[src/rtl/unary_expander_14.sv]
// -----------------------------------------------------------------------------
// unary_expander_14
// Turns a ones-count into an N-bit thermometer word (ones filled from bit 0
// upward) and streams that word out serially, bit 0 first, one bit per
// accepted beat. Valid/ready handshakes on both the count and the bit stream.
//
// Ports
//   clk        rising-edge clock
//   rst_n      synchronous active-low reset
//   in_valid   in_count is valid
//   in_ready   expander takes a count this cycle
//   in_count   requested ones-count (CW bits), values above N saturate to N
//   word_out   thermometer word of the count being serialized (held in IDLE)
//   out_valid  ser_bit / ser_last are valid
//   out_ready  downstream accepts ser_bit this cycle
//   ser_bit    current serial bit
//   ser_last   high on the final (bit N-1) beat of a word
//   sat_err    sticky out-of-range-count flag
//
// Build option
//   SAT_FLAG_EN : when defined, sat_err latches high on any accepted
//                 in_count > N until reset; otherwise sat_err is tied low.
// -----------------------------------------------------------------------------
module unary_expander_14 #(
   parameter int N  = 14,
   parameter int CW = 4
) (
   input  logic          clk,
   input  logic          rst_n,
   input  logic          in_valid,
   output logic          in_ready,
   input  logic [CW-1:0] in_count,
   output logic [N-1:0]  word_out,
   output logic          out_valid,
   input  logic          out_ready,
   output logic          ser_bit,
   output logic          ser_last,
   output logic          sat_err
);

   typedef enum logic {IDLE = 1'b0, EMIT = 1'b1} state_t;

   localparam logic [CW-1:0] MAX_CNT  = CW'(N);
   localparam logic [CW-1:0] LAST_BT  = CW'(N - 1);

   state_t        state;
   logic [CW-1:0] cnt;
   logic [CW-1:0] beat;
   logic [CW-1:0] beat_inc;
   logic [CW-1:0] cap_cnt;
   logic          last_fire;
   logic          take;

   // Thermometer word with the low c bits set.
   function automatic logic [N-1:0] therm(input logic [CW-1:0] c);
      logic [N-1:0] w;
      for (int i = 0; i < N; i++) begin
         w[i] = (CW'(i) < c);
      end
      return w;
   endfunction

   // Handshake decode: a new count is taken in IDLE, or in the same cycle the
   // last beat of the current word is accepted so words stream without a bubble.
   always_comb begin
      beat_inc  = beat + CW'(1);
      cap_cnt   = (in_count > MAX_CNT) ? MAX_CNT : in_count;
      last_fire = (state == EMIT) && (beat == LAST_BT) && out_ready;
      if (!rst_n) begin
         in_ready = 1'b0;
      end else begin
         in_ready = (state == IDLE) || last_fire;
      end
      take = in_valid && in_ready;
   end

   // Control FSM with registered stream outputs.
   always_ff @(posedge clk) begin
      if (!rst_n) begin
         state     <= IDLE;
         cnt       <= '0;
         beat      <= '0;
         word_out  <= '0;
         out_valid <= 1'b0;
         ser_bit   <= 1'b0;
         ser_last  <= 1'b0;
      end else if (take) begin
         // Load a new word; beat 0 is never the last beat since N > 1.
         state     <= EMIT;
         cnt       <= cap_cnt;
         beat      <= '0;
         word_out  <= therm(cap_cnt);
         out_valid <= 1'b1;
         ser_bit   <= (cap_cnt != CW'(0));
         ser_last  <= 1'b0;
      end else begin
         case (state)
            IDLE: begin
               out_valid <= 1'b0;
               ser_bit   <= 1'b0;
               ser_last  <= 1'b0;
            end
            EMIT: begin
               if (out_ready) begin
                  if (beat == LAST_BT) begin
                     state     <= IDLE;
                     beat      <= '0;
                     out_valid <= 1'b0;
                     ser_bit   <= 1'b0;
                     ser_last  <= 1'b0;
                  end else begin
                     beat     <= beat_inc;
                     ser_bit  <= (beat_inc < cnt);
                     ser_last <= (beat_inc == LAST_BT);
                  end
               end else begin
                  beat <= beat;
               end
            end
            default: begin
               state     <= IDLE;
               beat      <= '0;
               out_valid <= 1'b0;
               ser_bit   <= 1'b0;
               ser_last  <= 1'b0;
            end
         endcase
      end
   end

`ifdef SAT_FLAG_EN
   logic sat_q;

   // Sticky flag for an accepted out-of-range count.
   always_ff @(posedge clk) begin
      if (!rst_n) begin
         sat_q <= 1'b0;
      end else if (take && (in_count > MAX_CNT)) begin
         sat_q <= 1'b1;
      end else begin
         sat_q <= sat_q;
      end
   end

   assign sat_err = sat_q;
`else
   assign sat_err = 1'b0;
`endif

endmodule
[config.mk]
export PLATFORM = sky130hd
export DESIGN_NAME = unary_expander_14
export DESIGN_NICKNAME = d
export VERILOG_FILES = /design/src/rtl/unary_expander_14.sv
export SDC_FILE = /design/constraint.sdc
export NUM_CORES = 1
export LEC_CHECK = 0
export ABC_AREA = 1
export BUFFER_PORTS_ARGS = -buffer_cell sky130_fd_sc_hd__buf_2
export CORE_MARGIN = 2
export CORE_UTILIZATION = 46
export CTS_CLUSTER_SIZE = 30
export DETAILED_ROUTE_END_ITERATION = 12
export PLACE_DENSITY_LB_ADDON = 0.12
export SETUP_SLACK_MARGIN = 0.15
export SYNTH_ARGS = -nofsm -noshare
export SYNTH_HDL_FRONTEND = slang
export SYNTH_SLANG_ARGS = --single-unit
[constraint.sdc]
create_clock -name clk -period 3.7 [get_ports clk]
set_clock_uncertainty 0.15 [all_clocks]
set_input_delay 0.555 -clock clk [delete_from_list [all_inputs] [get_ports clk]]
set_output_delay 0.555 -clock clk [all_outputs]
set_load 0.005 [all_outputs]
; Word level (Yosys, flattened, before mapping)
; Index checks and enable logic that the tools add are counted.
[op_classes]
n_addsub = 1
order_cmp = 16
eq_ne = 5
muxes = 18
n_bitwise = 2
n_reduce_logical = 8
[op_table]
columns = cell, count
row1 = 4-bit less-than comparator (first input constant), 6
row2 = 3-bit by 4-bit less-than comparator with 1-bit output (first input constant), 4
row3 = 1-bit 2-to-1 mux, 13
row4 = 4-bit equality test (second input constant), 2
row5 = 1-bit by 4-bit less-than comparator with 1-bit output (first input constant), 2
row6 = 2-bit by 4-bit less-than comparator with 1-bit output (first input constant), 2
row7 = 4-bit 2-to-1 mux, 2
row8 = 1-bit one-hot mux with 2 select lines, 3
row9 = 4-bit by 1-bit adder with 4-bit output (second input constant), 1
row10 = 4-bit greater-than comparator (second input constant), 1
row11 = 4-bit less-than comparator, 1
row12 = 2-bit AND reduction, 2
row13 = 4-bit nonzero test, 1
row14 = 1-bit logical AND, 3
row15 = 3-bit by 1-bit != test with 1-bit output (second input constant), 1
row16 = 3-bit by 2-bit != test with 1-bit output (second input constant), 1
row17 = 2-bit != test (second input constant), 1
row18 = 1-bit inverter, 2
row19 = 2-bit OR reduction, 1
row20 = 1-bit logical OR, 1
[totals]
reg_bits = 26
in_bits = 8
output_inout_bits = 19
elab_cells = 57

; Longest topological paths before layout
; Gate-level depths: netlist of run 1.
[logic_depth]
depth_word = 8
mapped_depth = 10
depth_no_buf = 10

; Worst setup path before layout of run 1
; OpenSTA, ideal clock, no wires.
[synth_timing]
kind = register to register
start = register beat[0]
end = register ser_bit
setup_time_ps = 109
t_arrival_ps = 1348
path_slack_ps = 2093
path_stages_with_launch = 11
path_buffers = 0
cell_sequence = dfxtp_1 inv_1 ha_1 ha_1 nand2_1 nand2_1 nand2_1 nand4_1 nand3_1 nand2_1 inv_1
[synth_via]
elab_chain_cells = 7
word_cells_on_any_way = 13
cone_classes = 1 x add/sub / 1 x order compare / 2 x eq/ne / 5 x mux / 4 x reduce/logical
[synth_rtl]
columns = item, line_no
row1 = start: declaration, 48  ; logic [CW-1:0] beat;
row2 = start signal: assignment, 112  ; beat <= beat_inc;
row3 = start signal: assignment, 117  ; beat <= beat;
row4 = "parallel branches: the longest is 7 deep, another holds 4-bit by 1-bit adder with 4-bit output", --
row5 = end signal: assignment, 94  ; ser_bit <= (cap_cnt != CW'(0));
row6 = end signal: assignment, 113  ; ser_bit <= (beat_inc < cnt);
row7 = end: declaration, 36  ; output logic ser_bit,
; Several ways; the timed one is not identified. The select of a mux whose other input is x is not followed.
; A chain may end at the register's enable or synchronous reset.

; Worst setup path in the final report of run 1
[layout_timing]
start = register beat[1]
end = output port in_ready
[layout_via]
elab_chain_cells = 5
[layout_rtl]
columns = item, line_no
row1 = 4-bit equality test, 68  ; last_fire = (state == EMIT) && (beat == LAST_BT) && out_ready;
row2 = 1-bit logical AND (2 in a row), 68
row3 = 1-bit logical OR, 72  ; in_ready = (state == IDLE) || last_fire;
row4 = 1-bit 2-to-1 mux, 69  ; if (!rst_n) begin
row5 = end: declaration, 31  ; output logic in_ready,
; Every way passes these cells.

==> results of run 1 <==
[cells in the mapped netlist]
cell type and number:
o22ai_1 3, conb_1 1, inv_1 17, xnor2_1 1
nor2_1 7, nand2_2 1, clkbuf_1 1, nor2_2 1
o21ai_0 6, nand4_1 4, o21ai_1 3, buf_2 1
nand3_4 1, nand2_1 46, ha_1 6, nand3_1 8
inv_2 1, buf_6 1, buf_4 2, nand2_4 1
dfxtp_1 25, a21oi_1 10, xor2_1 1, a22oi_1 1
[through the flow]
step / utilization [%] / std cells / worst slack [ns] / hold WS (ns) / instance area [µm²]
after global routing: 56.66 / 201 / 1.387 / 0.3276 / 1277
after global placement: 55.49 / 197 / 1.923 / 0.2749 / 1251
after detailed placement: 55.49 / 197 / 1.911 / 0.2816 / 1251
after floorplan: - / 149 / 2.093 / 0.2687 / 1126
final: 56.66 / 201 / 1.547 / 0.3018 / 1277
after CTS: 56.66 / 201 / 1.539 / 0.3069 / 1277
[cells by family after synthesis]
group           Yosys count  synth area share (%)
other cells               1                0.3330
flops                    25                 44.44
buf+inv                  23                 9.109
xor+xnor                  2                 1.556
simple gates             69                 27.11
compound gates           23                 10.78
fa+ha+maj                 6                 6.666
[worst max-delay path by stage]
| stage | startpoint | endpoint | slack (ns) | cells past startpoint |
|---|---|---|---|---|
| 3_5_place_dp | beat[0] | ser_bit | 1.91 | 10 |
| 2_1_floorplan | beat[0] | ser_bit | 2.09 | 10 |
| 3_3_place_gp | beat[0] | in_ready | 1.92 | 6 |
| 5_1_grt | beat[0] | in_ready | 1.39 | 6 |
| 6_report | beat[1] | in_ready | 1.55 | 7 |
| 4_1_cts | beat[1] | in_ready | 1.54 | 7 |
[registers in the layout (all words and copies together), names as in the netlist]
name       cells
state          1
beat           4
ser_bit        1
word_out      14
out_valid      1
ser_last       1
cnt            3
[routing by layer]
| layer | vias up | GRT usage (%) | share of wire (%) |
|---|---|---|---|
| li1 | 524 | - | - |
| met1 | 425 | 24.91 | 49 |
| met2 | 31 | 25.31 | 42 |
| met3 | 4 | 2.542 | 6.9 |
| met4 | 0 | 8.974 | 2.1 |
| met5 | - | 0 | 0 |
[worst max-delay path, cell delays in order, from the launching register on]
cell and delay (ns):
dfxtp_1 0.41, inv_1 0.09, ha_1 0.21, nand3_1 0.11, nand2_1 0.07, nand2_1 0.08
nor2_1 0.04, buf_2 0.12
[layout make-up]
cell class	instances	area [µm²]
clock buffers	4	26.28
fillers	245	977.2
inverters	18	67.56
multi-input cells	101	523.0
flip-flops and latches	25	500.5
well taps	28	35.03
repair buffers	25	125.1
[report_power, final]
part           internal [µW]  total [µW]  leakage (µW)  switching (µW)
Sequential               285         293      0.000205            8.40
Clock                   42.2         123     0.0000150            81.1
Combinational           27.3        70.2      0.000429            42.8
[layout by cell type (no fill, tap or decap), drive strengths merged]
master	n
a22oi	1
nor2	8
a21oi	10
xnor2	1
o21ai	9
nand3	9
o22ai	3
ha	6
inv	18
dfxtp	25
conb	1
nand4	4
buf	25
xor2	1
nand2	48
clkbuf	4
==> metrics.md, run 1 <==
| Metric | Value |
|---|---|
| Final period util | 58.19% |
| Min cycle time layout | 2.153 ns |
| Max Freq | 464.5 MHz |
| Reg2reg end | ser_bit |
| Final ANT Viol Nets | 0 |
| Vias per cell | 4.896 |
| Pleak | around 0.00065 µW |
| Yosys reg bits | 25 |
| DR vias | between 900 and 1000 |
| Number of buffers created by CTS | 3 |
| Yosys cell types | 24 |
| Max-slew violations | 0 |
| Initial DRC Count | 14 |
| Drt wl/cell | between 10 and 15 µm |
| Crit-path max FO | 4 |
| CP Class | flip-flop to output pin |
| Hold endpoint | word_out[11] |
| Die height | 53.48 µm |
| First-pass GRT wire length | 3.636 mm |
| Clk buf depth | 2 |
| Initial antenna violation count | 0 |
| Mapped cell area | 0.001126 mm² |
| Syn Area/Cell | 7.558 µm² |
| Total detailed-routing wirelength | 2.199 mm |
| Startpoint Class | flip-flop |
| Post-cts resize count | 0 |
| RD Place Congestion | between 0.7 and 0.8 |
| Starting Density | about 50% |
| Max VDD drop | 0.2296 mV |
| Hold Path Depth | 2 |
| Pre-Repair DR Iteration Count | 4 |
| Total power draw | 486.5 µW |
| TritonCTS Sinks | 25 |
| Status | complete, no violations |
| Die X | 53.48 µm |
| IO buf count | 25 |
| Die area | roughly 0.0029 mm² |
| Area Growth Syn to Fin | 13.44% |
| Detailed placement HPWL | about 1.7 mm |
| Largest net degree at the start of global routing | 14 |
| Worst Path Required | 2.99 ns |
| Post-synth top area cell | dfxtp_1 |
| Hold Startpoint | word_out[11] |
| Hold WC Path Type | flip-flop to flip-flop |
| GRT Residual Overflow | 0 |
| Post-Syn Nets | 163 |
| Max-capacitance violation count | 0 |
| Crit path arrival time | 1.45 ns |
| Reg clk slew, reported paths | approximately 0.14 ns |
| P per Cell Area | 380.8 mW/mm² |
| Clock latency at the later pin of the worst-skew pair | 0.32 ns |
| Cells after synthesis | 149 |
| Root buf cell | clkbuf_4 |
| Worst R2R Path Depth | 8 |
| Vias in the first global route | 858 |
| IO Pins | 27 |
| Core Box Area | 0.002255 mm² |
| # diodes | 0 |
| Synth top area cells | dfxtp_1 (44%), nand2_1 (15%), ha_1 (6.7%), inv_1 (5.7%), a21oi_1 (4.4%) |
| Fin nets | 188 |
| TNS Setup | 0 ns |
| H-tree Lvls | 1 |
| Sequential area share after synthesis | ~44% |
| Row cnt | 17 |
| Total GRT Usage | about 18% |
| Residual DRC count | 0 |
| R2R Setup Slk | 1.91 ns |
| Postcts setup bufs | 0 |
| # setup viols final | 0 |
| Synthesis Warnings | 0 |
| RSZ-0062 raised after global routing | false |
| CTS tree | yes |
| Worst setup EP type | output pin |
| Hold Vio Cnt, Final | 0 |
| CTS Hold Buffers Added | 0 |
| Layout cells sized above 1 | 19.08% |
| FF-to-FF Start | beat[0] |
| Synth top area share | 44.44% |
Power figures use the tool's default switching activity.
==> run 2: changes to the inputs <==
==> constraint.sdc (replaced) <==
create_clock -name clk -period 1.85 [get_ports clk]
set_clock_uncertainty 0.15 [all_clocks]
set_input_delay 0.2775 -clock clk [delete_from_list [all_inputs] [get_ports clk]]
set_output_delay 0.2775 -clock clk [all_outputs]
set_load 0.005 [all_outputs]
==> metrics.md, run 2 (synthesis gave the netlist of run 1 again) <==
| Metric | Value |
|---|---|
| Status | complete, no violations |
| Hold WC Path Type | input port to flip-flop |
| Drt wl/cell | 12.04 µm |
| Die area | 0.002860 mm² |
| Sw power | ~280 µW |
| Number of buffers created by CTS | 3 |
| Reg clk slew, reported paths | 0.13 ns |
| Detailed placement HPWL | roughly 1.7 mm |
| Largest register FFs | 14 |
| Worst Path Required | 1.94 ns |
| GRT Residual Overflow | 0 |
| Hold Path Depth | 3 |
| Max VDD drop | 0.4655 mV |
| Reg with most FFs | word_out |
| Fill count | 199 |
| Core Box Area | ~0.0023 mm² |
| Commonest cells after routing, fill and taps aside | nand2_1 (44), buf_2 (25), dfxtp_1 (23), inv_1 (15) |
| First-pass GRT wire length | between 3 and 4 mm |
| Worst setup EP type | flip-flop |
| Crit path arrival time | between 1.5 and 2 ns |
| Hold_ws | 0.06467 ns |
| Biggest regs | word_out x14, beat x4, cnt x3 |
| TritonCTS Sinks | 25 |
| Vias in the first global route | 953 |
| Starting Density | 49.94% |
| # diodes | 0 |
| Sw frac | 27.79% |
| CTS Hold Buffers Added | 0 |
| Pre-Repair DR Iteration Count | 4 |
| Die X | 53.48 µm |
| Final ANT Viol Nets | 0 |
| Fin nets | 200 |
| DR vias | 1066 |
| Final Core Density | 65.15% |
| IO Pins | 27 |
| Root buf cell | clkbuf_4 |
| Reg power frac | 58.6% |
| Layout cells sized above 1 | 31.89% |
| FF-to-FF Start | beat[1] |
| P_int | 724.6 µW |
| Hold Vio Cnt, Final | 0 |
| Crit-path max FO | 3 |
| Storage cell area | 505.5 µm² |
| Row cnt | 17 |
| P per Cell Area | 683.2 mW/mm² |
| Residual DRC count | 0 |
| Die height | 53.48 µm |
| Max-capacitance violation count | 0 |
| Max Freq | 569.0 MHz |
| Initial antenna violation count | 0 |
| Pleak | roughly 0.00072 µW |
| Startpoint Class | flip-flop |
| Vias per cell | 5.005 |
| Final period util | a little over nine tenths |
| Clock share of power | 24.6% |
| R2R Setup Slk | 0.09 ns |
| Area Growth Syn to Fin | 30.44% |
| RSZ-0062 raised after global routing | true |
| Clock latency at the later pin of the worst-skew pair | 0.32 ns |
| Largest net degree at the start of global routing | 14 |
| H-tree Lvls | 1 |
| Total detailed-routing wirelength | 2.565 mm |
| Commonest non-fill, non-tap cell in the layout | nand2_1 |
| IO buf count | 25 |
| Worst R2R Path Depth | 11 |
| # setup viols final | 0 |
| Total GRT Usage | 19.17% |
| Min cycle time layout | around 1.8 ns |
| Hold Startpoint | in_count[0] |
| Combinational power share | 16.8% |
| Multi-input logic area | 606.8 µm² |
| CTS tree | yes |
| Initial DRC Count | 19 |
| CP Class | flip-flop to flip-flop |
| Reg2reg end | ser_bit |
| Clk buf depth | 2 |
| Hold endpoint | cnt[0] |
| RD Place Congestion | 0.7698 |
| Max-slew violations | 0 |
-- run 2: changes by cell type in the layout (fill, tap and decap cells not counted), sizes merged --
cell	delta
buf	+12
-- run 2: how the worst max path moves through the flow --
stage / startpoint / end / slack (ns) / cells past startpoint
CTS: beat[1] / in_ready / 0.14 / 7
global route: beat[0] / ser_bit / -0.02 / 10
floorplan: beat[0] / ser_bit / 0.24 / 10
finish: beat[1] / ser_bit / 0.09 / 11
global placement: beat[0] / ser_bit / 0.17 / 10
detailed placement: beat[0] / ser_bit / 0.11 / 10
-- run 2: final cells by class --
type / instances / share of cell area (%)
multi-input cells: 101 / 41.31
flip-flops and latches: 25 / 34.41
repair buffers: 37 / 15.16
inverters: 18 / 4.940
well taps: 28 / 2.385
clock buffers: 4 / 1.789
-- run 2: power groups by stage --
stage          registers [µW]  logic, µW  clock network [µW]
3_5_place_dp              598        143                   0
6_report                  588        168                 247
5_1_grt                   592        189                 278
3_3_place_gp              597        140                   0
4_1_cts                   586        149                 254
2_1_floorplan             599       89.8                   0
-- run 2: per-layer routing --
| metal | global-route usage [%] | share of wire [%] | routed length (µm) | vias to the layer above |
|---|---|---|---|---|
| met5 | 0 | 0 | 0 | - |
| met4 | 10.68 | 2.6 | 67 | 0 |
| met3 | 3.955 | 4.5 | 115 | 8 |
| met2 | 30.86 | 46 | 1185 | 27 |
| met1 | 23.52 | 47 | 1197 | 481 |
| li1 | - | - | - | 550 |
-- run 2: critical path, stage by stage (launching register included) --
cell and delay [ns]:
dfxtp_2 0.35, buf_6 0.12, ha_4 0.17, xor2_4 0.18, ha_1 0.28, nand2_1 0.05, inv_1 0.06, nand2_1 0.06
nand4_1 0.07, nand3_1 0.07, nand2_1 0.06, inv_1 0.04
-- run 2: repair_timing --
action / 4_1_cts / 5_1_grt
pin swaps: 1 / 8
setup endpoints to repair: 3 / 24
setup buffers: 3 / 7
resized for setup: 12 / 12
-- run 2: metrics by stage --
step	setup WS [ns]	power (µW)	area, µm²	TNS [ns]	cells
finish	0.09248	1004	1469	0	213
global route	-0.01517	1058	1469	-0.01517	213
CTS	0.1374	989.7	1360	0	206
detailed placement	0.1086	741.4	1266	0	199
global placement	0.1652	736.7	1266	0	199
floorplan	0.2434	688.7	1126	0	149
